### src/rtl/npu_pkg.sv
// Shared NPU lane constants: lane widths, saturation bounds and shift limits
// used by the PE requantisation stage and anything else narrowing PE sums.
package npu_pkg;

    localparam int DATA_WIDTH  = 8;
    localparam int SUM_WIDTH   = 2 * DATA_WIDTH;
    localparam int DATA_COPIES = 32;
    localparam int SHIFT_WIDTH = 4;
    localparam int CNT_WIDTH   = 16;

    // Largest shift that still leaves the sign bit of a sum lane in range.
    localparam int SHIFT_MAX = SUM_WIDTH - 1;

    // Signed bounds of a lane of the given width.
    function automatic int q_max(input int width);
        return (1 << (width - 1)) - 1;
    endfunction

    function automatic int q_min(input int width);
        return -(1 << (width - 1));
    endfunction

    localparam int Q_MAX = q_max(DATA_WIDTH);
    localparam int Q_MIN = q_min(DATA_WIDTH);

endpackage

### src/rtl/pe_requant_lane.sv
// Per-lane requantisation datapath, purely combinational.
// Front half (feeds stage 1): sign-extend, round-half-up, arithmetic shift.
// Back half (feeds stage 2): optional ReLU then signed saturation.
module pe_requant_lane
    import npu_pkg::*;
#(
    parameter int DATA_WIDTH  = npu_pkg::DATA_WIDTH,
    parameter int SHIFT_WIDTH = npu_pkg::SHIFT_WIDTH
) (
    input  logic [2*DATA_WIDTH-1:0]      sum,
    input  logic [SHIFT_WIDTH-1:0]       shift,
    output logic signed [2*DATA_WIDTH:0] shifted,
    input  logic signed [2*DATA_WIDTH:0] s1_val,
    input  logic                         relu,
    output logic [DATA_WIDTH-1:0]        q,
    output logic                         sat
);

    localparam int SUM_W     = 2 * DATA_WIDTH;
    // One guard bit so the rounding add cannot overflow (e.g. 0x7FFF + half).
    localparam int EXT_W     = SUM_W + 1;
    localparam int SHIFT_LIM = SUM_W - 1;

    localparam logic signed [EXT_W-1:0] HI = EXT_W'(q_max(DATA_WIDTH));
    localparam logic signed [EXT_W-1:0] LO = EXT_W'(q_min(DATA_WIDTH));

    logic [SHIFT_WIDTH-1:0]  eff_shift;
    logic signed [EXT_W-1:0] ext;
    logic signed [EXT_W-1:0] rnd_inc;
    logic signed [EXT_W-1:0] rnd_sum;
    logic signed [EXT_W-1:0] relu_val;

    // Round half up at the shift position, then arithmetic shift right.
    always_comb begin
        // NOTE: every output of a combinational block gets a default first so
        // no path leaves it unassigned, which would otherwise infer a latch.
        eff_shift = shift;
        rnd_inc   = '0;
        if (int'(shift) > SHIFT_LIM) begin
            eff_shift = SHIFT_WIDTH'(SHIFT_LIM);
        end
        ext = {sum[SUM_W-1], sum};
        if (eff_shift != '0) begin
            rnd_inc = EXT_W'(1) << (eff_shift - 1'b1);
        end
        rnd_sum = ext + rnd_inc;
        shifted = rnd_sum >>> eff_shift;
    end

    // ReLU clamp first, then saturate; only the saturation sets the flag.
    always_comb begin
        relu_val = s1_val;
        if (relu && s1_val[EXT_W-1]) begin
            relu_val = '0;
        end
        q   = relu_val[DATA_WIDTH-1:0];
        sat = 1'b0;
        if (relu_val > HI) begin
            q   = HI[DATA_WIDTH-1:0];
            sat = 1'b1;
        end else if (relu_val < LO) begin
            q   = LO[DATA_WIDTH-1:0];
            sat = 1'b1;
        end
    end

endmodule

### src/rtl/pe_requant.sv
// PE requantisation: narrows 2*DATA_WIDTH lane sums to DATA_WIDTH lanes via a
// two-stage valid/ready pipeline (shift+round, then ReLU+saturate) and
// counts delivered beats that saturated in at least one lane.
module pe_requant
    import npu_pkg::*;
#(
    parameter int DATA_WIDTH  = npu_pkg::DATA_WIDTH,
    parameter int DATA_COPIES = npu_pkg::DATA_COPIES,
    parameter int SHIFT_WIDTH = npu_pkg::SHIFT_WIDTH,
    parameter int CNT_WIDTH   = npu_pkg::CNT_WIDTH
) (
    input  logic                                i_clk,
    input  logic                                i_rst,
    input  logic [DATA_COPIES*2*DATA_WIDTH-1:0] i_sum_data,
    input  logic                                i_sum_vld,
    output logic                                o_sum_rdy,
    input  logic [SHIFT_WIDTH-1:0]              i_shift,
    input  logic                                i_relu_en,
    output logic [DATA_COPIES*DATA_WIDTH-1:0]   o_qdata,
    output logic                                o_qdata_vld,
    input  logic                                i_qdata_rdy,
    input  logic                                i_sat_clr,
    output logic [CNT_WIDTH-1:0]                o_sat_cnt
);

    localparam int SUM_W = 2 * DATA_WIDTH;
    localparam int EXT_W = SUM_W + 1;

    // Stage 1: shifted/rounded lanes plus the ReLU setting of that beat.
    logic                            s1_vld;
    logic                            s1_relu;
    logic [DATA_COPIES*EXT_W-1:0]    s1_val;
    logic [DATA_COPIES*EXT_W-1:0]    s1_next;

    // Stage 2 is the output register itself (o_qdata / o_qdata_vld).
    logic                            s2_sat;
    logic [DATA_COPIES*DATA_WIDTH-1:0] q_next;
    logic [DATA_COPIES-1:0]          lane_sat;

    logic s2_adv;
    logic s1_adv;
    logic in_acc;
    logic out_xfer;

    // An empty output register takes stage 1 even under backpressure.
    assign s2_adv    = !o_qdata_vld || i_qdata_rdy;
    assign s1_adv    = s1_vld && s2_adv;
    assign o_sum_rdy = !i_rst && (!s1_vld || s2_adv);
    assign in_acc    = i_sum_vld && o_sum_rdy;
    assign out_xfer  = o_qdata_vld && i_qdata_rdy;

    for (genvar g = 0; g < DATA_COPIES; g++) begin : g_lane
        pe_requant_lane #(
            .DATA_WIDTH  (DATA_WIDTH),
            .SHIFT_WIDTH (SHIFT_WIDTH)
        ) u_lane (
            .sum     (i_sum_data[SUM_W*g +: SUM_W]),
            .shift   (i_shift),
            .shifted (s1_next[EXT_W*g +: EXT_W]),
            .s1_val  (s1_val[EXT_W*g +: EXT_W]),
            .relu    (s1_relu),
            .q       (q_next[DATA_WIDTH*g +: DATA_WIDTH]),
            .sat     (lane_sat[g])
        );
    end

    // Stage 1 occupancy: filled on accept, emptied when it moves to stage 2.
    always_ff @(posedge i_clk) begin
        // NOTE: sequential state uses non-blocking assignments so every
        // register samples the pre-edge values regardless of block order.
        if (i_rst) begin
            s1_vld <= 1'b0;
        end else if (in_acc) begin
            s1_vld <= 1'b1;
        end else if (s1_adv) begin
            s1_vld <= 1'b0;
        end
    end

    // Stage 1 payload; shift and ReLU settings travel with the beat.
    always_ff @(posedge i_clk) begin
        // NOTE: payload registers are qualified by s1_vld, so they carry no
        // reset and stay plain enable flops.
        if (in_acc) begin
            s1_val  <= s1_next;
            s1_relu <= i_relu_en;
        end
    end

    // Stage 2 / output register, held stable while stalled.
    always_ff @(posedge i_clk) begin
        if (i_rst) begin
            o_qdata_vld <= 1'b0;
            o_qdata     <= '0;
            s2_sat      <= 1'b0;
        end else if (s2_adv) begin
            o_qdata_vld <= s1_vld;
            if (s1_vld) begin
                o_qdata <= q_next;
                s2_sat  <= |lane_sat;
            end
        end
    end

    // Saturating debug counter of delivered beats that clipped; clear wins.
    always_ff @(posedge i_clk) begin
        if (i_rst || i_sat_clr) begin
            o_sat_cnt <= '0;
        end else if (out_xfer && s2_sat && (o_sat_cnt != '1)) begin
            o_sat_cnt <= o_sat_cnt + 1'b1;
        end
    end

endmodule

### config.mk
export PLATFORM = sky130hd
export DESIGN_NAME = pe_requant
export DESIGN_NICKNAME = d
export VERILOG_FILES = /design/src/rtl/npu_pkg.sv /design/src/rtl/pe_requant_lane.sv /design/src/rtl/pe_requant.sv
export SDC_FILE = /design/constraint.sdc
export NUM_CORES = 2
export LEC_CHECK = 0
export CAP_MARGIN = 20
export CORE_UTILIZATION = 35
export CTS_BUF_LIST = sky130_fd_sc_hd__clkbuf_4 sky130_fd_sc_hd__clkbuf_8 sky130_fd_sc_hd__clkbuf_16
export DETAILED_ROUTE_END_ITERATION = 12
export GPL_TIMING_DRIVEN = 0
export PLACE_DENSITY = 0.52
export SKIP_LAST_GASP = 1
export SLEW_MARGIN = 10
export SYNTH_ARGS = -nofsm -noshare
export SYNTH_HDL_FRONTEND = slang
export SYNTH_HIERARCHICAL = 1
export SYNTH_SLANG_ARGS = --single-unit
### constraint.sdc
create_clock -name i_clk -period 17.83 [get_ports i_clk]
set_input_delay 1.783 -clock i_clk [delete_from_list [all_inputs] [get_ports i_clk]]
set_output_delay 1.783 -clock i_clk [all_outputs]
set_load 0.03 [all_outputs]
; Word level (Yosys, flattened, before mapping)
; Index checks and enable logic that the tools add are counted.
[word_totals]
elab_cells = 350
reg_bits = 820
output_inout_bits = 274
[classes]
muxes = 163
shift = 33
n_lt_le_gt_ge = 64
n_addsub = 34
eq_ne = 1
n_reduce_logical = 48
[ops]
columns = operator, n
row1 = $mux 17, 33
row2 = $add 16x17->17, 32
row3 = $gt 17x8->1 const B, 32
row4 = $lt 17x8->1 const B, 32
row5 = $sshr 17x4->17, 32
row6 = $mux 8, 64
row7 = $mux 1, 66
row8 = $logic_and 1x1->1, 38
row9 = $reduce_or 32->1, 1
row10 = $shl 1x4->17 const A, 1
row11 = $add 16x1->16 const B, 1
row12 = $ne 16x16->1 const B, 1
row13 = $reduce_bool 4->1, 1
row14 = $sub 4x1->4 const B, 1
row15 = $logic_not 1->1, 3
row16 = $logic_or 1x1->1, 3
row17 = $reduce_and 2->1, 1
row18 = $reduce_bool 2->1, 1

; Depth between registers and ports, before layout
[depth]
depth_word = 6
mapped_depth = 16
ltp_nobuf = 14

; Cells and area by module
; The synthesis kept the hierarchy.
[modules_own_cells]
columns = mod, cells_each, area_per_inst_um2, seq_area_each_um2, instances
row1 = pe_requant_lane at g_lane[11].u_lane ..., 282, 1961.9, 0.0, 22
row2 = pe_requant, 1780, 26072.5, 21871.0, 1
row3 = pe_requant_lane at g_lane[0].u_lane ..., 320, 2140.8, 0.0, 6
row4 = pe_requant_lane at g_lane[6].u_lane ..., 299, 2094.5, 0.0, 4

; Worst setup path after synthesis
; Ideal clock, no wire load.
[synth_timing]
path_type = input to register
from = input i_rst
to = register s1_relu, enable pin
t_arrival_ns = 14.827
required_ns = 16.851
cell_stages = 3
path_buffers = 1
slack_ns = 2.024
path_cell_list = clkbuf_1 -> a21oi_1 -> and2_1
[synth_between]
elab_chain_len = 3
[synth_rtl]
columns = item, line_no
row1 = "start, declared", pe_requant.sv:13  ; input logic i_rst,
row2 = $logic_not 1->1, pe_requant.sv:48  ; assign o_sum_rdy = !i_rst && (!s1_vld || s2_adv);
row3 = $logic_and 1x1->1, pe_requant.sv:48
row4 = via o_sum_rdy, pe_requant.sv:16  ; output logic o_sum_rdy,
row5 = $logic_and 1x1->1, pe_requant.sv:49  ; assign in_acc = i_sum_vld && o_sum_rdy;
row6 = via in_acc, pe_requant.sv:42  ; logic in_acc;
row7 = "end signal, assigned", pe_requant.sv:86  ; s1_relu <= i_relu_en;
row8 = "end, declared", pe_requant.sv:31  ; logic s1_relu;
; The timed path passes the listed nets, and every way through them passes these cells.
; A chain may end at the register's enable or synchronous reset.

; Worst setup path after layout
[layout_timing]
from = input i_shift[0]
to = register s1_val[141], data pin
[layout_between]
elab_chain_len = 5
elab_cells_between_ends = 6
classes_between = add/sub (2) / shift (2) / mux (1) / reduce/logical (1)
[layout_rtl]
columns = item, line_no
row1 = "start, declared", pe_requant.sv:17  ; input logic [SHIFT_WIDTH-1:0] i_shift,
row2 = $sub 4x1->4, pe_requant_lane.sv:44  ; rnd_inc = EXT_W'(1) << (eff_shift - 1'b1);
row3 = $shl 1x4->17, pe_requant_lane.sv:44
row4 = $mux 17, pe_requant_lane.sv:43  ; if (eff_shift != '0) begin
row5 = $add 16x17->17, pe_requant_lane.sv:46  ; rnd_sum = ext + rnd_inc;
row6 = $sshr 17x4->17 *, pe_requant_lane.sv:47  ; shifted = rnd_sum >>> eff_shift;
row7 = via s1_next[141], pe_requant.sv:33  ; logic [DATA_COPIES*EXT_W-1:0] s1_next;
row8 = "end signal, assigned", pe_requant.sv:85  ; s1_val <= s1_next;
row9 = "end, declared", pe_requant.sv:32  ; logic [DATA_COPIES*EXT_W-1:0] s1_val;
; The timed path passes the listed nets; every way through them passes the cells marked *.

==> flow_metrics.env <==
export IMPL_status="completed"
export IMPL_rsz0062_at_grt="no"
export IMPL_port_buffers=795
export IMPL_drc=0
export IMPL_grt_overflow_total=0
export IMPL_end_kind="register"
export IMPL_relSlewSlack=0.2686
export IMPL_netlist_instances=11100
export IMPL_cp_slowest_cell="xor2_1"
export IMPL_syn_area_mm2=0.09046
export IMPL_yosysTopAreaCell="edfxtp_1"
export IMPL_slew_viol_final=0
export IMPL_hold_class="register to register"
export IMPL_cts_sinks=820
export IMPL_cp_required_ns=18.46
export IMPL_met1_length_um=163600
export IMPL_final_cells=15544
export IMPL_die_y_um=510.4
export IMPL_timing_fmax_mhz=142.7
export IMPL_grt_pass1_wl_um=550000
export IMPL_synthMostInstantiatedCell="nand2_1"
export IMPL_synth_seq_cells=820
export IMPL_cts_tree="yes"
export IMPL_syn_avg_cell_area_um2=8.149
export IMPL_clock_latency_ns=0.78
export IMPL_final_nets=13095
export IMPL_dp_cells=15304
export IMPL_routed_wl_um=370000
export IMPL_die_area_mm2=0.2605
export IMPL_worstPathCellList="buf_6 > buf_16 > clkbuf_1 > clkbuf_1 > clkbuf_1 > nand2_1 > nor3_1 > ha_1 > clkbuf_2 > a21oi_1 > o21a_1 > o211a_1 > o31ai_2 > xor2_1 > mux2i_1 > a21boi_0 > mux4_2"
export IMPL_worst_path_most_repeated_cell="clkbuf_1"
export IMPL_finalSetupTns_ns=0
export IMPL_vias=93939
export IMPL_cap_violations=0
export IMPL_netlist_top_cells_area="edfxtp_1 18%, ha_1 7.1%, dfxtp_1 6.1%"
export IMPL_hold_viol=0
export IMPL_top_layer="met5"
export IMPL_seq_area_mm2=0.02187
export IMPL_place_congestion=0.9577
export IMPL_arrival_ns=7.64
export IMPL_fin_util=0.4169
export IMPL_setup_viol=0
export IMPL_ys_async_sr_fraction=0
export IMPL_grt_pass1_vias=88899
export IMPL_cts_path_max_buffers=3
export IMPL_power_total_w=0.006945
export IMPL_syn_to_final_growth_pct=18.42
export IMPL_final_layout_size_suffix_gt1_frac=0.08399
export IMPL_ys_warn_count=6
export IMPL_ctsResizeCount=0
export IMPL_worst_pin_slew_ns=1.097
export IMPL_syn_nets=12167
export IMPL_ios=796
export IMPL_post_drt_wl_per_cell_um=23.80
export IMPL_finalCriticalPeriod_ns=7.010
export IMPL_synth_distinct_cells=96
export IMPL_clkSlewWorstSetupHoldPaths_ns=0.06
export IMPL_hold_buffers=0
export IMPL_drt_first_pass_iters=9
export IMPL_synth_edf_count=545
export IMPL_cellPowerDensity_mw_per_mm2=64.84
export IMPL_cts_root_buf="clkbuf_16"
export IMPL_ant_nets=0
export IMPL_fin_crit_sh=0.3932
export IMPL_dr_wl_met2_um=166200
export IMPL_design_core_area_mm2=0.2569
export IMPL_path_max_fanout=29
export IMPL_grt_max_degree=76
export IMPL_leakagePower_nw=41.54
export IMPL_seq_area_frac_synth=0.2418
export IMPL_startpoint_type="primary input"
export IMPL_ir_drop_v=0.00007417
export IMPL_detailroute_wirelength_met3_um=24030
export IMPL_fin_skew_ns=0.04215
export IMPL_start_util=0.3521
export IMPL_die_x_um=510.4
export IMPL_cts_buffers_inserted=104
export IMPL_num_rows=186
export IMPL_drt_iter0_drc=8470
export IMPL_max_stage_delay_ns=0.54
export IMPL_antenna_found_initial=84
export IMPL_synth_commonest_cells="1424 x nand2_1, 1092 x nor2_1, 1004 x a21oi_1"
export IMPL_multiInputGateArea_mm2=0.06519
export IMPL_yosys_area_top_type_share=0.1809
export IMPL_synth_flop_cell="edfxtp_1"
export IMPL_dpl_hpwl_um=297000
export IMPL_cts_setup_buffers=0
export IMPL_track_usage=0.2711
export IMPL_nFillCells=26010
export IMPL_via_per_inst=6.043
export IMPL_h_tree_depth=3
export IMPL_crit_type="primary input to register"
stage by stage:
step           hold slack (ns)  setup WS (ns)  area (µm²)
2_1_floorplan           0.4961          2.024       90460
3_3_place_gp            0.4427         -4.663      102600
3_5_place_dp            0.4464          10.24      103300
4_1_cts                 0.4539          11.07      107000
5_1_grt                 0.4692          10.67      107100
6_report                0.4525          10.82      107100
routing by layer:
| layer | vias to the layer above | GRT usage |
|---|---|---|
| met4 | 46 | 0.1143 |
| met5 | - | 0 |
| met2 | 3548 | 0.4325 |
| met1 | 45440 | 0.3621 |
| li1 | 44343 | - |
| met3 | 562 | 0.04256 |
state kept, by name, summed over array words and instances (netlist names):
register / cells
o_qdata: 256
o_sat_cnt: 16
s1_val: 544
s2_sat: 1
o_qdata_vld: 1
s1_relu: 1
s1_vld: 1
layout make-up:
class | instances | share of cell area
multi-input cells | 9409 | 0.6085
flip-flops and latches | 820 | 0.2042
repair buffers | 822 | 0.08026
well taps | 3384 | 0.03953
clock buffers | 142 | 0.02827
plain buffers | 631 | 0.02378
inverters | 240 | 0.008410
clock inverters | 56 | 0.006109
diodes | 40 | 0.0009344
path summary, 6_finish.rpt:
| check | cells after the start | start | endpoint | slack, ns |
|---|---|---|---|---|
| setup reg to reg | 10 | s1_relu$_DFFE_PP_ | s2_sat$_SDFFE_PP0P_ | 13.78 |
| setup / recovery | 17 | i_shift[0] | s1_val[141]$_DFFE_PP_ | 10.82 |
| hold reg to reg | 2 | o_qdata[27]$_SDFFE_PP0P_ | o_qdata[27]$_SDFFE_PP0P_ | 0.45 |
| hold / removal | 2 | o_qdata[27]$_SDFFE_PP0P_ | o_qdata[27]$_SDFFE_PP0P_ | 0.45 |
cells by family (layout without fill, tap and decap cells):
| group | count (synthesis) | in the layout | synth area share |
|---|---|---|---|
| compound gates | 3670 | 3670 | 0.2928 |
| xor+xnor | 332 | 332 | 0.03215 |
| fa+ha+maj | 545 | 545 | 0.07804 |
| buf+inv | 871 | 1891 | 0.03802 |
| flops | 820 | 820 | 0.2418 |
| mux | 616 | 616 | 0.09306 |
| other cells | 32 | 72 | 0.001328 |
| simple gates | 4214 | 4214 | 0.2229 |
power breakdown:
part | internal [W] | switching [W]
combinational | 0.000947 | 0.00149
clock | 0.00131 | 0.000927
sequential | 0.00220 | 0.0000695
total | 0.00446 | 0.00249
critical path: cells and delay by family:
kind	cells	cell delay (ns)
buffers and inverters	6	2.27
and+or+nand+nor	2	0.48
adders and majority gates	1	0.27
xor gates and xnor gates	1	0.54
AOI/OAI and AO/OA	5	1.50
muxes	2	0.61
cell usage in the layout, fill, tap and decap left out, types with 80 or more instances in the layout:
master	count
a211oi_1	218
a21o_1	486
a21oi_1	1004
a221o_1	106
a31oi_1	140
and2_1	129
and3_1	105
buf_1	80
buf_2	88
clkbuf_1	438
clkbuf_16	107
clkdlybuf4s50_1	791
dfxtp_1	275
edfxtp_1	545
ha_1	513
inv_1	182
mux2_2	136
mux2i_1	310
mux4_2	160
nand2_1	1424
nand3_1	220
nand4_1	149
nor2_1	1092
nor2b_1	158
nor3_1	416
o211ai_1	205
o21a_1	136
o21ai_0	348
or3_1	120
xnor2_1	156
xor2_1	176
Power figures use the tool's default switching activity.
